### config.mk
export PLATFORM = sky130hd
export DESIGN_NAME = vga_pic_bounce_flat
export DESIGN_NICKNAME = d
export VERILOG_FILES = /design/src/rtl/vga_pkg.sv /design/src/rtl/vga_pic_bounce_if.sv /design/src/rtl/bounce_axis.sv /design/src/rtl/vga_pic_bounce.sv /design/src/flat_wrapper.sv
export SDC_FILE = /design/constraint.sdc
export NUM_CORES = 1
export LEC_CHECK = 0
export BUFFER_PORTS_ARGS = -buffer_cell sky130_fd_sc_hd__buf_2
export CAP_MARGIN = 20
export CORE_ASPECT_RATIO = 1.1
export CORE_MARGIN = 2
export CORE_UTILIZATION = 54
export CTS_BUF_LIST = sky130_fd_sc_hd__clkbuf_4
export CTS_CLUSTER_SIZE = 40
export DETAILED_ROUTE_END_ITERATION = 6
export GPL_TIMING_DRIVEN = 1
export PLACE_DENSITY = 0.9
export SYNTH_ARGS = -nofsm -noshare
export SYNTH_HDL_FRONTEND = slang
export SYNTH_SLANG_ARGS = --single-unit
### constraint.sdc
create_clock -name vga_clk -period 4.23 [get_ports vga_clk]
set_input_delay 0.2115 -clock vga_clk [delete_from_list [all_inputs] [get_ports vga_clk]]
set_output_delay 0.2115 -clock vga_clk [all_outputs]
set_load 0.02 [all_outputs]
### src/rtl/vga_pkg.sv
// rtl/vga_pkg.sv - shared VGA types, colour and timing constants, bounce hit helper
package vga_pkg;

  typedef logic [15:0] rgb565_t;
  typedef enum logic {DIR_POS = 1'b0, DIR_NEG = 1'b1} dir_t;

  localparam int H_VALID = 640;
  localparam int V_VALID = 480;

  localparam rgb565_t BLACK = 16'h0000;
  localparam rgb565_t WHITE = 16'hFFFF;
  localparam rgb565_t RED   = 16'hF800;
  localparam rgb565_t GREEN = 16'h07E0;
  localparam rgb565_t BLUE  = 16'h001F;

  // True when the next step along dir would reach or pass an edge.
  function automatic logic axis_hit(input logic [9:0] pos, input dir_t dir,
                                    input logic [10:0] max_pos, input logic [10:0] step);
    logic [10:0] pos_w;
    pos_w = {1'b0, pos};
    if (dir == DIR_POS) return (pos_w + step) >= max_pos;
    return pos_w <= step;
  endfunction

endpackage

### src/rtl/vga_pic_bounce_if.sv
// rtl/vga_pic_bounce_if.sv - picture ROM read port
interface vga_pic_bounce_if #(parameter int ADDR_W = 14);
  import vga_pkg::*;

  logic [ADDR_W-1:0] rom_addr;
  logic              rom_rd_en;
  rgb565_t           rom_data;

  modport master (output rom_addr, rom_rd_en, input rom_data);
  modport slave  (input rom_addr, rom_rd_en, output rom_data);
endinterface

### src/rtl/bounce_axis.sv
// rtl/bounce_axis.sv - one axis of the bouncing image position
module bounce_axis
  import vga_pkg::*;
#(
  parameter int LIMIT = 640,
  parameter int SIZE  = 100,
  parameter int STEP  = 1
) (
  input  logic       clk,
  input  logic       sys_rst,
  input  logic       upd,
  output logic [9:0] pos,
  output dir_t       dir
);

  localparam logic [10:0] MAX_POS = 11'(LIMIT - SIZE);
  localparam logic [10:0] STEP_W  = 11'(STEP);

  logic       hit;
  logic [9:0] fwd, back;

  assign hit  = axis_hit(pos, dir, MAX_POS, STEP_W);
  // Only used when no edge is hit, so neither can leave the 0..MAX_POS range.
  assign fwd  = pos + 10'(STEP);
  assign back = pos - 10'(STEP);

  always_ff @(posedge clk) begin
    if (sys_rst) begin
      pos <= '0;
      dir <= DIR_POS;
    end else if (upd) begin
      if (dir == DIR_POS) begin
        if (hit) begin
          pos <= 10'(MAX_POS);
          dir <= DIR_NEG;
        end else begin
          pos <= fwd;
        end
      end else begin
        if (hit) begin
          pos <= '0;
          dir <= DIR_POS;
        end else begin
          pos <= back;
        end
      end
    end
  end

endmodule

### src/rtl/vga_pic_bounce.sv
// rtl/vga_pic_bounce.sv - bouncing ROM picture generator for the VGA pixel chain
// Optional inverted flash on bounce: VGA_PIC_BOUNCE_FLASH_EN.
module vga_pic_bounce
  import vga_pkg::*;
#(
  parameter int      H_VALID   = vga_pkg::H_VALID,
  parameter int      V_VALID   = vga_pkg::V_VALID,
  parameter int      PIC_W     = 100,
  parameter int      PIC_H     = 100,
  parameter int      STEP_X    = 1,
  parameter int      STEP_Y    = 1,
  parameter int      FRAME_DIV = 1,
  parameter rgb565_t BG_COLOR  = BLACK,
  parameter int      ADDR_W    = $clog2(PIC_W * PIC_H)
) (
  input  logic                    vga_clk,
  input  logic                    sys_rst,
  input  logic [9:0]              pix_x,
  input  logic [9:0]              pix_y,
  input  logic                    move_en,
  vga_pic_bounce_if.master        rom,
  output rgb565_t                 pix_data,
  output logic [9:0]              x_pos,
  output logic [9:0]              y_pos
);

  localparam int FC_W = (FRAME_DIV > 1) ? $clog2(FRAME_DIV) : 1;
  localparam logic [ADDR_W-1:0] PIC_W_A = ADDR_W'(PIC_W);

  generate
    if (PIC_W > H_VALID || PIC_H > V_VALID || FRAME_DIV < 1) begin : g_bad_cfg
      $error("vga_pic_bounce: picture larger than screen or FRAME_DIV < 1");
    end
  endgenerate

  logic [10:0]       px_w, py_w, xp_w, yp_w;
  logic              in_pic, frame_end, last_div, upd;
  logic [FC_W-1:0]   frame_cnt;
  logic [ADDR_W-1:0] addr_calc;
  dir_t              dir_x, dir_y;
  rgb565_t           pix_tint;

  assign px_w = {1'b0, pix_x};
  assign py_w = {1'b0, pix_y};
  assign xp_w = {1'b0, x_pos};
  assign yp_w = {1'b0, y_pos};

  assign in_pic = (px_w < 11'(H_VALID)) && (py_w < 11'(V_VALID)) &&
                  (px_w >= xp_w) && (px_w < xp_w + 11'(PIC_W)) &&
                  (py_w >= yp_w) && (py_w < yp_w + 11'(PIC_H));

  assign frame_end = (pix_x == 10'(H_VALID - 1)) && (pix_y == 10'(V_VALID - 1));
  assign last_div  = (frame_cnt == FC_W'(FRAME_DIV - 1));
  assign upd       = frame_end && last_div && move_en;
  assign addr_calc = ADDR_W'(pix_y - y_pos) * PIC_W_A + ADDR_W'(pix_x - x_pos);

  bounce_axis #(.LIMIT(H_VALID), .SIZE(PIC_W), .STEP(STEP_X)) u_axis_x (
    .clk(vga_clk), .sys_rst(sys_rst), .upd(upd), .pos(x_pos), .dir(dir_x)
  );

  bounce_axis #(.LIMIT(V_VALID), .SIZE(PIC_H), .STEP(STEP_Y)) u_axis_y (
    .clk(vga_clk), .sys_rst(sys_rst), .upd(upd), .pos(y_pos), .dir(dir_y)
  );

  // rom_rd_en doubles as the delayed hit flag for the output mux.
  always_ff @(posedge vga_clk) begin
    if (sys_rst) begin
      frame_cnt     <= '0;
      rom.rom_addr  <= '0;
      rom.rom_rd_en <= 1'b0;
    end else begin
      if (frame_end) frame_cnt <= last_div ? '0 : frame_cnt + 1'b1;
      rom.rom_rd_en <= in_pic;
      if (in_pic) rom.rom_addr <= addr_calc;
    end
  end

`ifdef VGA_PIC_BOUNCE_FLASH_EN
  rgb565_t tint;
  logic    flip;

  assign flip = upd && (axis_hit(x_pos, dir_x, 11'(H_VALID - PIC_W), 11'(STEP_X)) ||
                        axis_hit(y_pos, dir_y, 11'(V_VALID - PIC_H), 11'(STEP_Y)));

  // Tint is sampled with the request so a frame-boundary pixel keeps its own frame's tint.
  always_ff @(posedge vga_clk) begin
    if (sys_rst) begin
      tint     <= BLACK;
      pix_tint <= BLACK;
    end else begin
      if (frame_end) tint <= flip ? WHITE : BLACK;
      pix_tint <= in_pic ? tint : BLACK;
    end
  end
`else
  logic dir_unused;
  assign dir_unused = dir_x ^ dir_y;
  assign pix_tint   = BLACK;
`endif

  always_comb begin
    pix_data = BG_COLOR;
    if (sys_rst)            pix_data = '0;
    else if (rom.rom_rd_en) pix_data = rom.rom_data ^ pix_tint;
  end

endmodule
### src/flat_wrapper.sv
// flat-port wrapper written by rule: the top's interface ports become plain ports
module vga_pic_bounce_flat import vga_pkg::*;
#(
  parameter int      H_VALID   = vga_pkg::H_VALID,
  parameter int      V_VALID   = vga_pkg::V_VALID,
  parameter int      PIC_W     = 100,
  parameter int      PIC_H     = 100,
  parameter int      STEP_X    = 1,
  parameter int      STEP_Y    = 1,
  parameter int      FRAME_DIV = 1,
  parameter rgb565_t BG_COLOR  = BLACK,
  parameter int      ADDR_W    = $clog2(PIC_W * PIC_H)
)
  (vga_clk, sys_rst, pix_x, pix_y, move_en, pix_data, x_pos, y_pos, rom_rom_addr, rom_rom_rd_en, rom_rom_data);
  vga_pic_bounce_if #(.ADDR_W(ADDR_W)) rom_i ();
  input  logic vga_clk;
  input  logic sys_rst;
  input  logic [9:0] pix_x;
  input  logic [9:0] pix_y;
  input  logic move_en;
  output rgb565_t pix_data;
  output logic [9:0] x_pos;
  output logic [9:0] y_pos;
  output wire logic [$bits(rom_i.rom_addr)-1:0] rom_rom_addr;
  output wire logic [$bits(rom_i.rom_rd_en)-1:0] rom_rom_rd_en;
  input wire logic [$bits(rom_i.rom_data)-1:0] rom_rom_data;
  assign rom_rom_addr = rom_i.rom_addr;
  assign rom_rom_rd_en = rom_i.rom_rd_en;
  assign rom_i.rom_data = rom_rom_data;
  vga_pic_bounce #(.H_VALID(H_VALID), .V_VALID(V_VALID), .PIC_W(PIC_W), .PIC_H(PIC_H), .STEP_X(STEP_X), .STEP_Y(STEP_Y), .FRAME_DIV(FRAME_DIV), .BG_COLOR(BG_COLOR), .ADDR_W(ADDR_W)) u_core (.vga_clk(vga_clk), .sys_rst(sys_rst), .pix_x(pix_x), .pix_y(pix_y), .move_en(move_en), .rom(rom_i), .pix_data(pix_data), .x_pos(x_pos), .y_pos(y_pos));
endmodule
==> flow_summary_export.csv, run 1 <==
group,metric,value,unit
drt,met1_length,6090,um
run_status,violations,"negative setup slack",
logic_synthesis,async_flop_share,0,%
finish,layout-drive-gt1-share,28.1,%
clocking,cts_tree,"done",
power,total_leakage_power,3.03,nW
power,p_int,1.22,mW
run_status,status,"finished, violations left",
power,p_clk_share,10.0,%
grt,grt_antenna_before_repair,0,
power,p_sw_share,42.5,%
logic_synthesis,synth_cells,666,
grt,grt_pass1_wl,25000,um
hold_path,worstHoldPathType,"in2reg",
finish,fin_cells,919,
power,power_frac_seq,16.7,%
logic_synthesis,syn_area_per_cell,7.70,um2
logic_synthesis,synthesis.area,5130,um2
finish,fill_cells,718,
grt,track_usage,28.9,%
die,initial_utilization,55.1,%
timing,timing.final.ws_setup,-0.494,ns
timing,fmax,0.212,GHz
drt,dr_wl_met2,7700,um
timing,rsz0062_at_grt,"yes",
finish,final_cell_mix,"buf_2, ha_1, buf_4",
power,combPwrFrac,73.3,%
timing,clock_skew,0.0258,ns
clocking,clk_pin_slew,0.15,ns
timing,tightest_slew,0.999,ns
power,switchingPower,0.899,mW
finish,diodes,0,
logic_synthesis,synth_area_leaders,"ha_1, dfxtp_1, xnor2_1",
drt,dr.max_layer_used,"met4",
logic_synthesis,synth.distinct_cells,70,
logic_synthesis,synth_seq_area_share,14.4,%
drt,drcViolationCount,0,
finish,utilization,69.2,%
drt,via_count,5468,
logic_synthesis,syn-num-nets,794,
finish,final_common_cell,"buf_2",
placement,dpl.cell_count,897,
clocking,ctsLongestPathBuffers,2,
clocking,cts_made_buffers,5,
clocking,insertion_delay,0.38,ns
critical_path,path_class,"reg2reg",
finish,final_area,6440,um2
grt,grt_pass1_vias,5483,
logic_synthesis,yosysTopAreaCell,"ha_1",
die,die_w,96.9,um
die,dieArea,10300,um2
critical_path,start_kind,"flop",
logic_synthesis,synth_edf_count,0,
drt,routed_wl,15300,um
clocking,cts_root_buf,"clkbuf_4",
timing,relSlewSlack,33.4,%
critical_path,crit_fanout,3,
power,vdd_drop_max,0.000322,V
timing,setup_violations,3,
logic_synthesis,synth_top_area_share,19.5,%
drt,wl_per_cell,16.7,um
clocking,holdBufCountCts,0,
critical_path,crit_path_end_kind,"flop",
timing,slew_viol_final,0,
timing,tns,-1.20,ns
drt,ant_nets,0,
logic_synthesis,ys.flop_type,"dfxtp_1",
power,power.density,329,nW/um2
critical_path,crit_arrival,4.98,ns
critical_path,cp.required,4.48,ns
drt,first_pass_iters,5,
logic_synthesis,ys.warnings.count,0,
drt,via_per_inst,5.95,
die,io_pins,90,
logic_synthesis,synth_seq_cells,37,
drt,drt_iter0_drc,255,
placement,port_buffers,89,
timing,min_period,4.72,ns
finish,fin_nets,929,
clocking,htree_num_levels,2,
timing,finalHoldViolCount,0,
clocking,cts.sinks,37,
die,core-area,9310,um2
timing,finalCritPeriodShare,112,%
grt,grt_start_max_net_pins,39,
die,dieHeight,106,um
placement,placed_area,6150,um2
die,rows,37,
placement,place_hpwl,11500,um
drt,dr_wl_met3,1080,um
power,fin_total_pwr,2.12,mW
run,drv_cap,0,
grt,grt-ovfl-total,0,
finish,area_delta_synth_final,25.6,%
placement,place_congestion,0.962,
==> layout make-up <==
type	instances	area (um2)	area share (%)
inverters	63	239	3.71
flip-flops and latches	37	754	11.7
clock buffers	5	37.5	0.583
repair buffers	153	937	14.5
multi-input cells	541	4310	66.9
well taps	117	146	2.27
clock inverters	3	16.3	0.253
==> registers in the layout, indices dropped and copies added (netlist names) <==
name,count
u_core.rom.rom_addr,14
u_core.u_axis_x.pos,10
u_core.u_axis_y.pos,10
u_core.rom.rom_rd_en,1
u_core.u_axis_x.dir,1
u_core.u_axis_y.dir,1
==> timing repair <==
item                                    4_1_cts  5_1_grt
pin swaps                                    29        5
gates resized for setup                      17       13
endpoints found under the setup margin        3        5
setup buffers                                10        5
==> routing by layer <==
metal | vias to the layer above | GRT usage, %
met4 | 0 | 11.8
met1 | 2563 | 34.3
met2 | 249 | 52.6
met5 | - | 0
met3 | 49 | 3.81
li1 | 2607 | -
==> cell usage after synthesis (2+ instances only) <==
cell	number
nand2b_1	8
ha_1	80
a2111oi_0	2
and3_1	6
a31oi_1	11
a41oi_1	2
o211ai_1	4
nand2_1	50
nand4_1	8
nor3_1	22
mux2i_1	9
and2_1	20
or3_1	3
xor2_1	16
o221ai_1	2
xnor3_1	3
o31ai_1	4
nor2_1	50
o21bai_1	4
nor2b_1	9
dfxtp_1	37
a21o_1	11
o21ai_0	23
nand3b_1	2
a221oi_1	2
or2_2	5
and4_1	5
inv_1	62
a211oi_1	7
o22ai_1	3
o21ai_1	12
a211o_1	2
a21oi_1	53
o21a_1	3
xnor2_1	44
a22oi_1	3
buf_1	2
buf_2	6
nor4_1	4
clkbuf_1	15
nand3_1	14
nor3_2	2
fa_1	9
==> power by group through the flow <==
stage | Clock, mW | Sequential (mW) | Combinational [mW]
after floorplan | 0 | 0.369 | 0.869
after global placement | 0 | 0.362 | 1.15
after detailed placement | 0 | 0.362 | 1.22
after CTS | 0.218 | 0.355 | 1.32
after global routing | 0.228 | 0.355 | 1.68
final | 0.211 | 0.354 | 1.55
==> cell families (layout without fill, tap and decap cells) <==
| group | count (synthesis) | after routing | share of synthesized area [%] |
|---|---|---|---|
| multiplexers | 10 | 10 | 1.98 |
| flip-flops | 37 | 37 | 14.4 |
| buffers and inverters | 88 | 224 | 6.68 |
| AND/OR/NAND/NOR | 214 | 214 | 21.3 |
| AO/OA/AOI/OAI | 165 | 165 | 21.0 |
| adder cells (fa/ha/maj) | 89 | 89 | 23.0 |
| XOR/XNOR | 63 | 63 | 11.6 |
==> per-stage QoR <==
step / hold WS (ns) / setup WS, ns
2_1_floorplan: 0.525 / -0.191
3_3_place_gp: 0.443 / -0.241
3_5_place_dp: 0.453 / -0.379
4_1_cts: 0.353 / -0.263
5_1_grt: 0.383 / -0.644
6_report: 0.362 / -0.494
==> critical path, cell delays in order, from the launching register on <==
cell      delay (ns)
dfxtp_4         0.38
ha_4            0.16
fa_2            0.36
nand2b_4        0.16
a21oi_4         0.19
a21o_1          0.18
a21oi_2         0.09
xnor2_2         0.21
ha_1            0.31
ha_4            0.28
inv_2           0.03
fa_1            0.55
inv_2           0.05
ha_4            0.25
a21oi_2         0.16
xnor2_1         0.10
ha_2            0.18
or3_1           0.37
o21ai_1         0.11
a21oi_1         0.10
xor2_1          0.16
mux2i_1         0.15
nor2_1          0.06
==> worst paths after layout <==
| path | start | endpoint | slack (ns) | cells after the start |
|---|---|---|---|---|
| max | u_core.u_axis_y.pos[0] | u_core.rom.rom_addr[13] | -0.49 | 22 |
| min reg2reg | u_core.rom.rom_addr[3] | u_core.rom.rom_addr[3] | 0.47 | 2 |
| min | pix_x[0] | u_core.rom.rom_addr[0] | 0.36 | 5 |
| max reg2reg | u_core.u_axis_y.pos[0] | u_core.rom.rom_addr[13] | -0.49 | 22 |
Power figures use the tool's default switching activity.
==> run 2, diff against run 1 <==
--- a/config.mk
+++ b/config.mk
@@ -18,3 +18,4 @@
 export SYNTH_ARGS = -nofsm -noshare
 export SYNTH_HDL_FRONTEND = slang
 export SYNTH_SLANG_ARGS = --single-unit
+export TNS_END_PERCENT = 5
==> flow_summary_export.csv, run 2 (synthesis gave the netlist of run 1 again) <==
group,metric,value,unit
run_status,status,"finished, violations left",
run_status,violations,"negative setup slack",
drt,via_per_inst,5.75,
timing,fmax,0.222,GHz
power,fin_total_pwr,1.84,mW
power,vdd_drop_max,0.000266,V
hold_path,worstHoldPathType,"in2reg",
finish,multi_input_area,4220,um2
grt,grt-ovfl-total,0,
drt,via_count,5224,
clocking,cts.sinks,37,
clocking,holdBufCountCts,0,
finish,largest_reg_flops,14,
timing,rsz0062_at_grt,"yes",
clocking,cts_root_buf,"clkbuf_4",
drt,ant_nets,0,
power,total_leakage_power,2.97,nW
drt,wl_per_cell,15.1,um
die,dieHeight,106,um
timing,timing.final.ws_setup,-0.268,ns
finish,area_delta_synth_final,22.3,%
placement,place_congestion,0.913,
grt,track_usage,26.9,%
critical_path,path_class,"reg2reg",
finish,utilization,67.4,%
critical_path,crit_arrival,4.75,ns
placement,port_buffers,89,
timing,relSlewSlack,38.1,%
timing,slew_viol_final,0,
timing,tightest_slew,0.929,ns
clocking,clk_pin_slew,0.15,ns
power,power.density,293,nW/um2
finish,regMostFlops,"u_core.rom.rom_addr",
clocking,insertion_delay,0.40,ns
finish,fin_nets,919,
placement,dpl.cell_count,898,
clocking,cts_tree,"done",
finish,final_cell_mix,"buf_2, ha_1, inv_1",
critical_path,start_kind,"flop",
finish,fill_cells,752,
die,initial_utilization,55.1,%
grt,grt_pass1_vias,5152,
finish,register_area,754,um2
grt,grt_antenna_before_repair,0,
timing,clock_skew,0.0294,ns
finish,final_common_cell,"buf_2",
timing,min_period,4.50,ns
finish,reg_top3,"u_core.rom.rom_addr: 14 flops, u_core.u_axis_x.pos: 10 flops, u_core.u_axis_y.pos: 10 flops",
drt,drcViolationCount,0,
clocking,cts_made_buffers,5,
drt,routed_wl,13700,um
die,dieArea,10300,um2
drt,drt_iter0_drc,187,
drt,first_pass_iters,4,
critical_path,crit_path_end_kind,"flop",
finish,diodes,0,
placement,pre_cts_ws,-0.405,ns
grt,grt_start_max_net_pins,39,
finish,fin_cells,909,
die,die_w,96.9,um
clocking,htree_num_levels,2,
die,core-area,9310,um2
critical_path,cp.required,4.49,ns
grt,grt_pass1_wl,23300,um
die,rows,37,
clocking,ctsLongestPathBuffers,2,
timing,finalHoldViolCount,0,
die,io_pins,90,
finish,layout-drive-gt1-share,25.8,%
timing,setup_violations,3,
run,drv_cap,0,
placement,place_hpwl,10900,um
timing,finalCritPeriodShare,106,%
timing,holdWs,0.336,ns
critical_path,crit_fanout,3,
[run 2: changes by cell type in the layout (fill, tap and decap cells not counted), sizes merged]
cell and change:
clkbuf +2, buf -10, inv -1, clkinv -1
[run 2: power breakdown]
group | total [mW] | internal [mW] | switching [mW]
Combinational | 1.26 | 0.652 | 0.607
Sequential | 0.354 | 0.352 | 0.00234
Clock | 0.225 | 0.0797 | 0.145
Total | 1.84 | 1.08 | 0.754
[run 2: metrics by stage]
stage / cell area [um2] / TNS (ns)
after global placement: 6140 / -0.570
final: 6270 / -0.597
after floorplan: 5280 / -0.420
after global routing: 6270 / -1.52
after detailed placement: 6140 / -0.984
after CTS: 6260 / -0.580
[run 2: final cells by class]
type / instances / share of cell area (%)
clock buffers: 7 / 0.838
clock inverters: 1 / 0.140
repair buffers: 143 / 13.6
well taps: 117 / 2.33
flip-flops and latches: 37 / 12.0
inverters: 63 / 3.77
multi-input cells: 541 / 67.3
[run 2: metal layers]
layer,vias to the layer above,routed length (um),GRT usage (%)
li1,2597,-,-
met5,-,0,0
met4,0,300,10.3
met2,181,6730,47.3
met3,26,775,4.27
met1,2420,5920,33.0
[run 2: repair_timing]
item,CTS,global route
buffers inserted,3,0
pin swaps,19,1
gates resized for setup,8,5
setup endpoints to repair,4,4
[run 2: critical path, stage by stage (launching register included)]
cell	delay, ns
dfxtp_4	0.38
ha_4	0.16
fa_2	0.33
nand2b_4	0.16
a21oi_4	0.17
a21o_1	0.17
a21oi_2	0.09
xnor2_2	0.21
ha_1	0.27
ha_1	0.28
inv_1	0.05
fa_1	0.52
inv_2	0.05
ha_4	0.24
a21oi_2	0.15
xnor2_1	0.09
ha_2	0.18
or3_1	0.37
o21ai_1	0.09
a21oi_1	0.06
xor2_1	0.15
mux2i_1	0.13
nor2_1	0.05
[run 2: path summary, 6_finish.rpt]
kind	start	endpoint	slack (ns)	cells past startpoint
setup reg to reg	u_core.u_axis_y.pos[0]	u_core.rom.rom_addr[13]	-0.27	22
setup / recovery	u_core.u_axis_y.pos[0]	u_core.rom.rom_addr[13]	-0.27	22
hold / removal	pix_x[0]	u_core.rom.rom_addr[0]	0.34	5
hold reg to reg	u_core.rom.rom_addr[12]	u_core.rom.rom_addr[12]	0.47	2
